### src/rtl/reg_file_pkg.sv
// rtl/reg_file_pkg.sv - shared types and defaults for the parametrised register file
//
// Purpose: sweep-sequencer state type and default sizing constants shared by
//          the register file top, its sweep sequencer and its bus interface.
// Ports:   none (package).

package reg_file_pkg;

  localparam int DW_DEF     = 32;
  localparam int NREG_DEF   = 16;
  localparam int PC_INC_DEF = 4;

  typedef enum logic {
    IDLE  = 1'b0,
    SWEEP = 1'b1
  } sweep_state_e;

endpackage : reg_file_pkg

### src/rtl/reg_file_param_if.sv
// rtl/reg_file_param_if.sv - request/response bus between decode/writeback and the register file
//
// Purpose: groups the read selects, write/clear/PC requests, sweep request and
//          the register file responses into one bundle.
// Signals: RSEL (NRD*AW) read selects, RDATA (NRD*DW) read data,
//          WE/WSEL/WDATA write request, CE/CSEL clear request,
//          PC_EN PC increment, CLRALL_REQ sweep request,
//          BUSY sweep in progress, PC_OUT program-counter contents.
// Modports: master = requester side, slave = register file side.

interface reg_file_param_if #(
  parameter int DW   = 32,
  parameter int NREG = 16,
  parameter int NRD  = 2,
  parameter int AW   = $clog2(NREG)
);

  logic [NRD*AW-1:0] RSEL;
  logic [NRD*DW-1:0] RDATA;
  logic              WE;
  logic [AW-1:0]     WSEL;
  logic [DW-1:0]     WDATA;
  logic              CE;
  logic [AW-1:0]     CSEL;
  logic              PC_EN;
  logic              CLRALL_REQ;
  logic              BUSY;
  logic [DW-1:0]     PC_OUT;

  modport master (
    output RSEL, WE, WSEL, WDATA, CE, CSEL, PC_EN, CLRALL_REQ,
    input  RDATA, BUSY, PC_OUT
  );

  modport slave (
    input  RSEL, WE, WSEL, WDATA, CE, CSEL, PC_EN, CLRALL_REQ,
    output RDATA, BUSY, PC_OUT
  );

endinterface : reg_file_param_if

### src/rtl/reg_file_sweep.sv
// rtl/reg_file_sweep.sv - clear-all sweep sequencer for the register file
//
// Purpose: on a sampled CLRALL_REQ in IDLE, walks an index from 0 to NREG-1,
//          one register per cycle, then returns to IDLE.
// Ports:   CLK         clock, rising edge
//          CLR         asynchronous active-high reset
//          CLRALL_REQ  start request (level, sampled in IDLE only)
//          BUSY        sweep in progress
//          sweep_en    clear reg[sweep_idx] at this edge
//          sweep_idx   index being cleared this cycle

module reg_file_sweep
  import reg_file_pkg::*;
#(
  parameter int NREG = NREG_DEF,
  parameter int AW   = $clog2(NREG)
) (
  input  logic          CLK,
  input  logic          CLR,
  input  logic          CLRALL_REQ,
  output logic          BUSY,
  output logic          sweep_en,
  output logic [AW-1:0] sweep_idx
);

  localparam logic [AW-1:0] LAST_IDX = AW'(NREG - 1);

  sweep_state_e  state;
  sweep_state_e  stateNext;
  logic [AW-1:0] cnt;
  logic [AW-1:0] cntNext;

  always_ff @(posedge CLK or posedge CLR) begin
    if (CLR) begin
      state <= IDLE;
      cnt   <= '0;
    end else begin
      state <= stateNext;
      cnt   <= cntNext;
    end
  end

  always_comb begin
    stateNext = state;
    cntNext   = cnt;
    case (state)
      IDLE: begin
        if (CLRALL_REQ) begin
          stateNext = SWEEP;
          cntNext   = '0;
        end
      end
      SWEEP: begin
        // Requests arriving mid-sweep are ignored; the sweep always runs NREG cycles.
        if (cnt == LAST_IDX) begin
          stateNext = IDLE;
          cntNext   = '0;
        end else begin
          cntNext = cnt + AW'(1);
        end
      end
      default: begin
        stateNext = IDLE;
        cntNext   = '0;
      end
    endcase
  end

  assign BUSY      = (state == SWEEP);
  assign sweep_en  = (state == SWEEP);
  assign sweep_idx = cnt;

endmodule : reg_file_sweep

### src/rtl/reg_file_param.sv
// rtl/reg_file_param.sv - parametrised register file with PC register and clear-all sweep
//
// Purpose: NREG x DW register array with NRD combinational read ports,
//          one synchronous write port (optional write-through bypass),
//          per-register synchronous clear, an auto-incrementing PC register
//          at PC_IDX, and a multi-cycle clear-all sweep.
// Ports:   CLK  clock, rising edge
//          CLR  asynchronous active-high reset
//          bus  reg_file_param_if slave: RSEL/RDATA read ports,
//               WE/WSEL/WDATA write, CE/CSEL clear, PC_EN increment,
//               CLRALL_REQ sweep start, BUSY, PC_OUT

module reg_file_param
  import reg_file_pkg::*;
#(
  parameter int DW     = DW_DEF,
  parameter int NREG   = NREG_DEF,
  parameter int AW     = $clog2(NREG),
  parameter int NRD    = 2,
  parameter int BYPASS = 1,
  parameter int PC_IDX = NREG - 1,
  parameter int PC_INC = PC_INC_DEF
) (
  input  logic           CLK,
  input  logic           CLR,
  reg_file_param_if.slave bus
);

  logic [DW-1:0] regs     [NREG];
  logic [DW-1:0] nextVals [NREG];

  logic          busy;
  logic          sweepEn;
  logic [AW-1:0] sweepIdx;

  reg_file_sweep #(
    .NREG (NREG),
    .AW   (AW)
  ) uSweep (
    .CLK        (CLK),
    .CLR        (CLR),
    .CLRALL_REQ (bus.CLRALL_REQ),
    .BUSY       (busy),
    .sweep_en   (sweepEn),
    .sweep_idx  (sweepIdx)
  );

  // All writeback-side requests are dropped (not queued) while sweeping.
  logic wrOk;
  logic clrOk;
  logic pcOk;

  assign wrOk  = bus.WE    & ~busy;
  assign clrOk = bus.CE    & ~busy;
  assign pcOk  = bus.PC_EN & ~busy;

  // Per-register next value. Priority: clear > write > PC increment > hold.
  for (genvar i = 0; i < NREG; i++) begin : gReg
    localparam logic [AW-1:0] IDX   = AW'(i);
    localparam bit            IS_PC = (i == PC_IDX);

    logic [DW-1:0] nextVal;

    always_comb begin
      nextVal = regs[i];
      if (sweepEn) begin
        if (sweepIdx == IDX) begin
          nextVal = '0;
        end
      end else if (clrOk && (bus.CSEL == IDX)) begin
        nextVal = '0;
      end else if (wrOk && (bus.WSEL == IDX)) begin
        nextVal = bus.WDATA;
      end else if (IS_PC && pcOk) begin
        // Wraps modulo 2^DW by construction of the DW-bit add.
        nextVal = regs[i] + DW'(PC_INC);
      end
    end

    assign nextVals[i] = nextVal;
  end

  always_ff @(posedge CLK or posedge CLR) begin
    if (CLR) begin
      for (int i = 0; i < NREG; i++) begin
        regs[i] <= '0;
      end
    end else begin
      for (int i = 0; i < NREG; i++) begin
        regs[i] <= nextVals[i];
      end
    end
  end

  // Read ports. Bypass only forwards an accepted write, so it is off during a sweep.
  for (genvar k = 0; k < NRD; k++) begin : gRd
    logic [AW-1:0] sel;
    logic          hit;

    assign sel = bus.RSEL[k*AW +: AW];

    if (BYPASS != 0) begin : gByp
      assign hit = wrOk && (bus.WSEL == sel);
    end else begin : gNoByp
      assign hit = 1'b0;
    end

    assign bus.RDATA[k*DW +: DW] = hit ? bus.WDATA : regs[sel];
  end

  assign bus.BUSY   = busy;
  assign bus.PC_OUT = regs[PC_IDX];

endmodule : reg_file_param

### src/flat_wrapper.sv
// flat-port wrapper written by rule: the top's interface ports become plain ports
module reg_file_param_flat import reg_file_pkg::*;
#(
  parameter int DW     = DW_DEF,
  parameter int NREG   = NREG_DEF,
  parameter int AW     = $clog2(NREG),
  parameter int NRD    = 2,
  parameter int BYPASS = 1,
  parameter int PC_IDX = NREG - 1,
  parameter int PC_INC = PC_INC_DEF
)
  (CLK, CLR, bus_RSEL, bus_WE, bus_WSEL, bus_WDATA, bus_CE, bus_CSEL, bus_PC_EN, bus_CLRALL_REQ, bus_RDATA, bus_BUSY, bus_PC_OUT);
  reg_file_param_if #(.DW(DW), .NREG(NREG), .NRD(NRD), .AW(AW)) bus_i ();
  input  logic CLK;
  input  logic CLR;
  input wire logic [$bits(bus_i.RSEL)-1:0] bus_RSEL;
  input wire logic [$bits(bus_i.WE)-1:0] bus_WE;
  input wire logic [$bits(bus_i.WSEL)-1:0] bus_WSEL;
  input wire logic [$bits(bus_i.WDATA)-1:0] bus_WDATA;
  input wire logic [$bits(bus_i.CE)-1:0] bus_CE;
  input wire logic [$bits(bus_i.CSEL)-1:0] bus_CSEL;
  input wire logic [$bits(bus_i.PC_EN)-1:0] bus_PC_EN;
  input wire logic [$bits(bus_i.CLRALL_REQ)-1:0] bus_CLRALL_REQ;
  output wire logic [$bits(bus_i.RDATA)-1:0] bus_RDATA;
  output wire logic [$bits(bus_i.BUSY)-1:0] bus_BUSY;
  output wire logic [$bits(bus_i.PC_OUT)-1:0] bus_PC_OUT;
  assign bus_i.RSEL = bus_RSEL;
  assign bus_i.WE = bus_WE;
  assign bus_i.WSEL = bus_WSEL;
  assign bus_i.WDATA = bus_WDATA;
  assign bus_i.CE = bus_CE;
  assign bus_i.CSEL = bus_CSEL;
  assign bus_i.PC_EN = bus_PC_EN;
  assign bus_i.CLRALL_REQ = bus_CLRALL_REQ;
  assign bus_RDATA = bus_i.RDATA;
  assign bus_BUSY = bus_i.BUSY;
  assign bus_PC_OUT = bus_i.PC_OUT;
  reg_file_param #(.DW(DW), .NREG(NREG), .AW(AW), .NRD(NRD), .BYPASS(BYPASS), .PC_IDX(PC_IDX), .PC_INC(PC_INC)) u_core (.CLK(CLK), .CLR(CLR), .bus(bus_i));
endmodule
### config.mk
export PLATFORM = sky130hd
export DESIGN_NAME = reg_file_param_flat
export DESIGN_NICKNAME = d
export VERILOG_FILES = /design/src/rtl/reg_file_pkg.sv /design/src/rtl/reg_file_param_if.sv /design/src/rtl/reg_file_sweep.sv /design/src/rtl/reg_file_param.sv /design/src/flat_wrapper.sv
export SDC_FILE = /design/constraint.sdc
export NUM_CORES = 2
export LEC_CHECK = 0
export BUFFER_PORTS_ARGS = -buffer_cell sky130_fd_sc_hd__buf_2
export CORE_ASPECT_RATIO = 1.4
export CORE_MARGIN = 3
export CORE_UTILIZATION = 56
export CTS_CLUSTER_DIAMETER = 200
export DETAILED_ROUTE_END_ITERATION = 10
export PLACE_DENSITY = 0.75
export SETUP_SLACK_MARGIN = 0.2
export SYNTH_ARGS = -nofsm -noshare
export SYNTH_HDL_FRONTEND = slang
export SYNTH_SLANG_ARGS = --single-unit
### constraint.sdc
create_clock -name CLK -period 17.05 [get_ports CLK]
set_input_delay 1.705 -clock CLK [delete_from_list [all_inputs] [get_ports CLK]]
set_output_delay 1.705 -clock CLK [all_outputs]
set_load 0.005 [all_outputs]
# After elaboration in Yosys (flattened, before gate mapping)
# Index checks and enable logic that the tools add are counted.
[op_classes]
muxes = 79
addsub = 2
magnitude_cmp = 2
n_bitwise = 6
reduce_logical = 69
n_eq_ne = 64
[ops]
columns = ["operator", "n"]
rows = [
  ["$mux W32", 71],
  ["$bmux W32 S4", 2],
  ["$eq A4 B4 Y1 const B", 24],
  ["$eq A4 B3 Y1 const B", 12],
  ["$reduce_bool A3 Y1", 15],
  ["$logic_and A1 B1 Y1", 34],
  ["$add A32 B3 Y32 const B", 1],
  ["$ne A2 B1 Y1 const B", 16],
  ["$reduce_and A2 Y1", 16],
  ["$eq A4 B2 Y1 const B", 6],
  ["$eq A4 B1 Y1 const B", 3],
  ["$logic_not A4 Y1", 3],
  ["$ge A5 B5 Y1 const B", 2],
  ["$not A4 Y5", 2],
  ["$eq A4 B4 Y1", 2],
  ["$mux W4", 2],
  ["$pmux W4 S2", 1],
  ["$add A4 B1 Y4 const B", 1],
  ["$reduce_bool A4 Y1", 1],
  ["$and A1 B1 Y1", 3],
  ["$mux W1", 2],
  ["$ne A2 B2 Y1 const B", 1],
  ["$pmux W1 S2", 1],
  ["$not A1 Y1", 1],
]
[word_totals]
input_bits = 54
word_cells = 240
ff_bits = 517

# Depth between registers and ports, before layout
[depth]
ltp_word = 6
mapped_depth = 9
ltp_nobuf = 6

# By module
# A second synthesis with hierarchy kept.
[hier_totals]
hier_cells = 3219
area_unflattened_um2 = 30782.0
[by_module_without_submodules]
columns = ["mod", "cells_per_inst", "area_per_inst_um2", "instances", "seq_area_each_um2"]
rows = [
  ["reg_file_param", 3194, 30526.8, 1, 12812.3],
  ["reg_file_sweep", 25, 255.2, 1, 125.1],
]

# Worst setup path before layout
# Ideal clock, no wire load.
[synth_timing]
kind = "input port to output port"
startpoint = "input port bus_RSEL[4]"
endpoint = "output port bus_RDATA[36]"
t_required_ns = 15.345
setup_slack_ns = 11.987
t_arrival_ns = 3.358
stages = 6
cell_sequence = "clkbuf_1 -> buf_2 -> buf_2 -> mux4_2 -> a2111oi_0 -> a311oi_1"
[synth_via]
elab_chain_len = 5
elab_cells_between_ends = 7
cone_classes = "eq/ne: 1; mux: 4; bitwise: 1; reduce/logical: 1"
[synth_lines]
columns = ["item", "line_no", "text"]
rows = [
  ["start: declaration", "flat_wrapper.sv:16", "input wire logic [$bits(bus_i.RSEL)-1:0] bus_RSEL;"],
  ["$not A4 Y5 (not written as such)", "reg_file_param.sv:108", "assign bus.RDATA[k*DW +: DW] = hit ? bus.WDATA : regs[sel];"],
  ["$bmux W32 S4", "reg_file_param.sv:108", ""],
  ["$mux W32 (not written as such) (2 in a row)", "reg_file_param.sv:108", ""],
  ["$mux W32 (*)", "reg_file_param.sv:108", ""],
  ["end: declaration", "flat_wrapper.sv:24", "output wire logic [$bits(bus_i.RDATA)-1:0] bus_RDATA;"],
]
# Mark *: on every way between the ends. The rest lies on a longest branch, timed or not. The select of a mux whose other input is x is not followed.

# Worst setup path after layout
[layout_timing]
startpoint = "input port bus_RSEL[5]"
endpoint = "output port bus_RDATA[57]"
# The elaborated chain is that of the path after synthesis.

==> results.md <==
* Outcome: completed
* Synth cell types at 63
* Max Clk Rate at 0.150 GHz
* Lkg Pwr at 13.6 nW
* Core area at 53,400 um^2
* CTS Buf Count at 54
* Synth Cell Area at 30,400 um^2
* Setup CP Type: in -> out
* Wirelength per Cell at 32.4 um
* Hold Crit Class: reg -> reg
* Top cell type's share of synthesized area at 42.6%
* Gr ovfl total at 0
* Initial antenna violation count at 3
* Clock sinks at 517
* CP Capture Type: primary output
* RSZ-0062 raised after global routing: false
* Syn nets at 2,806
* Synth area leaders: dfrtp_1 43%, mux4_2 19%, o31ai_1 12%, nand2_1 6.2%, clkbuf_1 2.8%
* Total Neg Setup Slack at 0 ns
* Total Nets Final at 2,721
* Clk_lat worst skew at 0.63 ns
* Max Cap Viol at 0
* Minimum clock period at 6.66 ns
* Detailed placer's ending HPWL at 62.9 mm
* Final Max Slew Viols at 0
* Clock Path Buffers at 3
* Via count at 26,109
* Post-synthesis async set-or-reset flop share at 100%
* Clk_skew at 0.0211 ns
* Initial Util at 56.9%
* Worst slack, placed at 10.45 ns
* YS warnings at 0
* CP Max Fanout at 65
* CTS resizes at 0
* Critical Path RT at 15.34 ns
* Tcrit/Tclk final at 39.0%
* IO Port Bufs at 150
* Slew headroom at 9.39%
* Drt initial violations at 3,475
* CTS Hold Bufs at 0
* Site Rows at 100
* Global-route wire length before repair at 164 mm
* Final WL at 111 mm
* Layout cell share with drive strength beyond 1 at 23.5%
* Top FF cell, synth: dfrtp_1
* Largest net degree at the start of global routing at 135
* Synth Area per Inst at 11.1 um^2
* Final Hold Vio Count at 0
* First-pass DRT Iterations at 6
* Finished Layout Cells at 3,424
* R2r worst-path depth at 8
* Synth area leader: dfrtp_1
* Post-synth EDFFs at 0
* Die Height at 282 um
* Area grow syn2layout at 9.11%
* # placed instances at 3,320
* Gpl congestion at 0.882
* Flops & latches, synth at 517
* Most common cell in the synthesized netlist: dfrtp_1
* Ports at 151
* DRC violations left at 0
* CP Launch Type: input port
* Final Core Density at 62.0%
* Overall Global Routing Usage at 38.6%
* WHS Path Cells at 2
* Cells after Synth at 2,747
* Post-CTS Setup Repair Bufs at 0
* Setup-failing EPs final at 0
* CTS tree: done
* Power per Cell Area at 150 nW/um^2
* Crit path DAT at 4.95 ns
* Chip Width at 203 um
* Vias in the first global route at 26,547
* Final Worst Setup Slack at 10.39 ns
* H-Tree Level Count at 2
* Part of the Yosys area used for sequential elements at 42.6%
* Number of routed nets with antenna violations at 0
* Worst IR drop on VDD at 126 uV
* Clock-pin slew on the worst setup and hold paths at 0.06 ns
* Via density at 7.63
* Worst Tran Pin Value at 1.36 ns
* Die footprint at 57,100 um^2
* Synth top cells by count: 517 x dfrtp_1, 499 x nand2_1, 486 x o31ai_1, 254 x mux4_2, 224 x clkbuf_1
* Clock root buffer: clkbuf_16
[cell type report]
| class | count | area [um^2] |
|---|---|---|
| Tap cell | 714 | 893 |
| Multi-Input combinational cell | 1862 | 16100 |
| Inverter | 19 | 78.8 |
| Timing Repair Buffer | 208 | 1220 |
| Clock buffer | 87 | 1710 |
| Sequential cell | 517 | 12900 |
| Antenna cell | 3 | 7.51 |
| Fill cell | 4138 | 20300 |
| Clock inverter | 14 | 245 |
[placed cells by master, fill, tap and decap left out, drive strengths merged, types with 25 or more instances in the layout]
cell,count
mux2,45
mux4,256
dfrtp,517
nand2b,37
nor3,59
clkbuf,87
nand2,500
o31ai,486
a311oi,65
nor2b,27
mux2i,65
o21ai,25
buf,208
nor2,103
[through the flow]
step | instance area [um^2] | total power, mW | hold WS, ns
global placement | 31200 | 3.50 | 0.469
detailed placement | 31200 | 3.61 | 0.482
global route | 33100 | 5.17 | 0.516
floorplan | 30400 | 3.07 | 0.454
CTS | 33100 | 4.91 | 0.496
finish | 33100 | 4.97 | 0.492
[registers in the layout (all words and copies together), names as in the netlist]
signal / count
u_core.uSweep.BUSY: 1
u_core.regs: 480
u_core.uSweep.sweep_idx: 4
u_core.bus.PC_OUT: 32
[power breakdown]
group | internal (mW) | total [mW] | switching [mW]
combinational | 0.724 | 1.67 | 0.942
clock | 0.788 | 1.31 | 0.523
sequential | 1.65 | 2.00 | 0.346
total | 3.16 | 4.97 | 1.81
[per-layer routing]
metal | vias up | GRT usage (%) | wire (um) | part of all wire [%]
li1 | 10348 | - | - | -
met1 | 12861 | 46.0 | 36000 | 32
met2 | 2239 | 58.9 | 50400 | 45
met3 | 661 | 10.3 | 13900 | 12
met4 | 0 | 31.8 | 10800 | 9.8
met5 | - | 0 | 0 | 0
[worst max-delay path, stage by stage]
cell	delay [ns]
buf_6	0.53
buf_4	0.96
xor2_1	0.14
nor3_1	0.27
and2_1	0.17
buf_4	0.47
a2111oi_0	0.19
a311oi_1	0.29
buf_2	0.16
[path summary, 6_finish.rpt]
kind                                         start          endpoint  slack [ns]
worst max-delay path                   bus_RSEL[5]     bus_RDATA[57]       10.39
worst min-delay path              u_core.regs[303]  u_core.regs[303]        0.49
worst max register to register  u_core.uSweep.BUSY  u_core.regs[366]       12.94
worst min register to register    u_core.regs[303]  u_core.regs[303]        0.49
max in group asynchronous                      CLR  u_core.regs[248]       13.02
min in group asynchronous                      CLR  u_core.regs[256]        1.32
[kinds of logic (layout without fill, tap and decap cells)]
logic type      Yosys count  after routing  share of synthesized area [%]
compound gates          689            689                           17.5
flops                   517            517                           42.6
fa+ha+maj                 5              5                          0.206
mux                     366            366                           22.8
xor+xnor                  8              8                          0.231
simple gates            794            794                           11.3
buf+inv                 368            328                           5.34
other cells               0              3                              0
(Power assumes the default switching activity.)
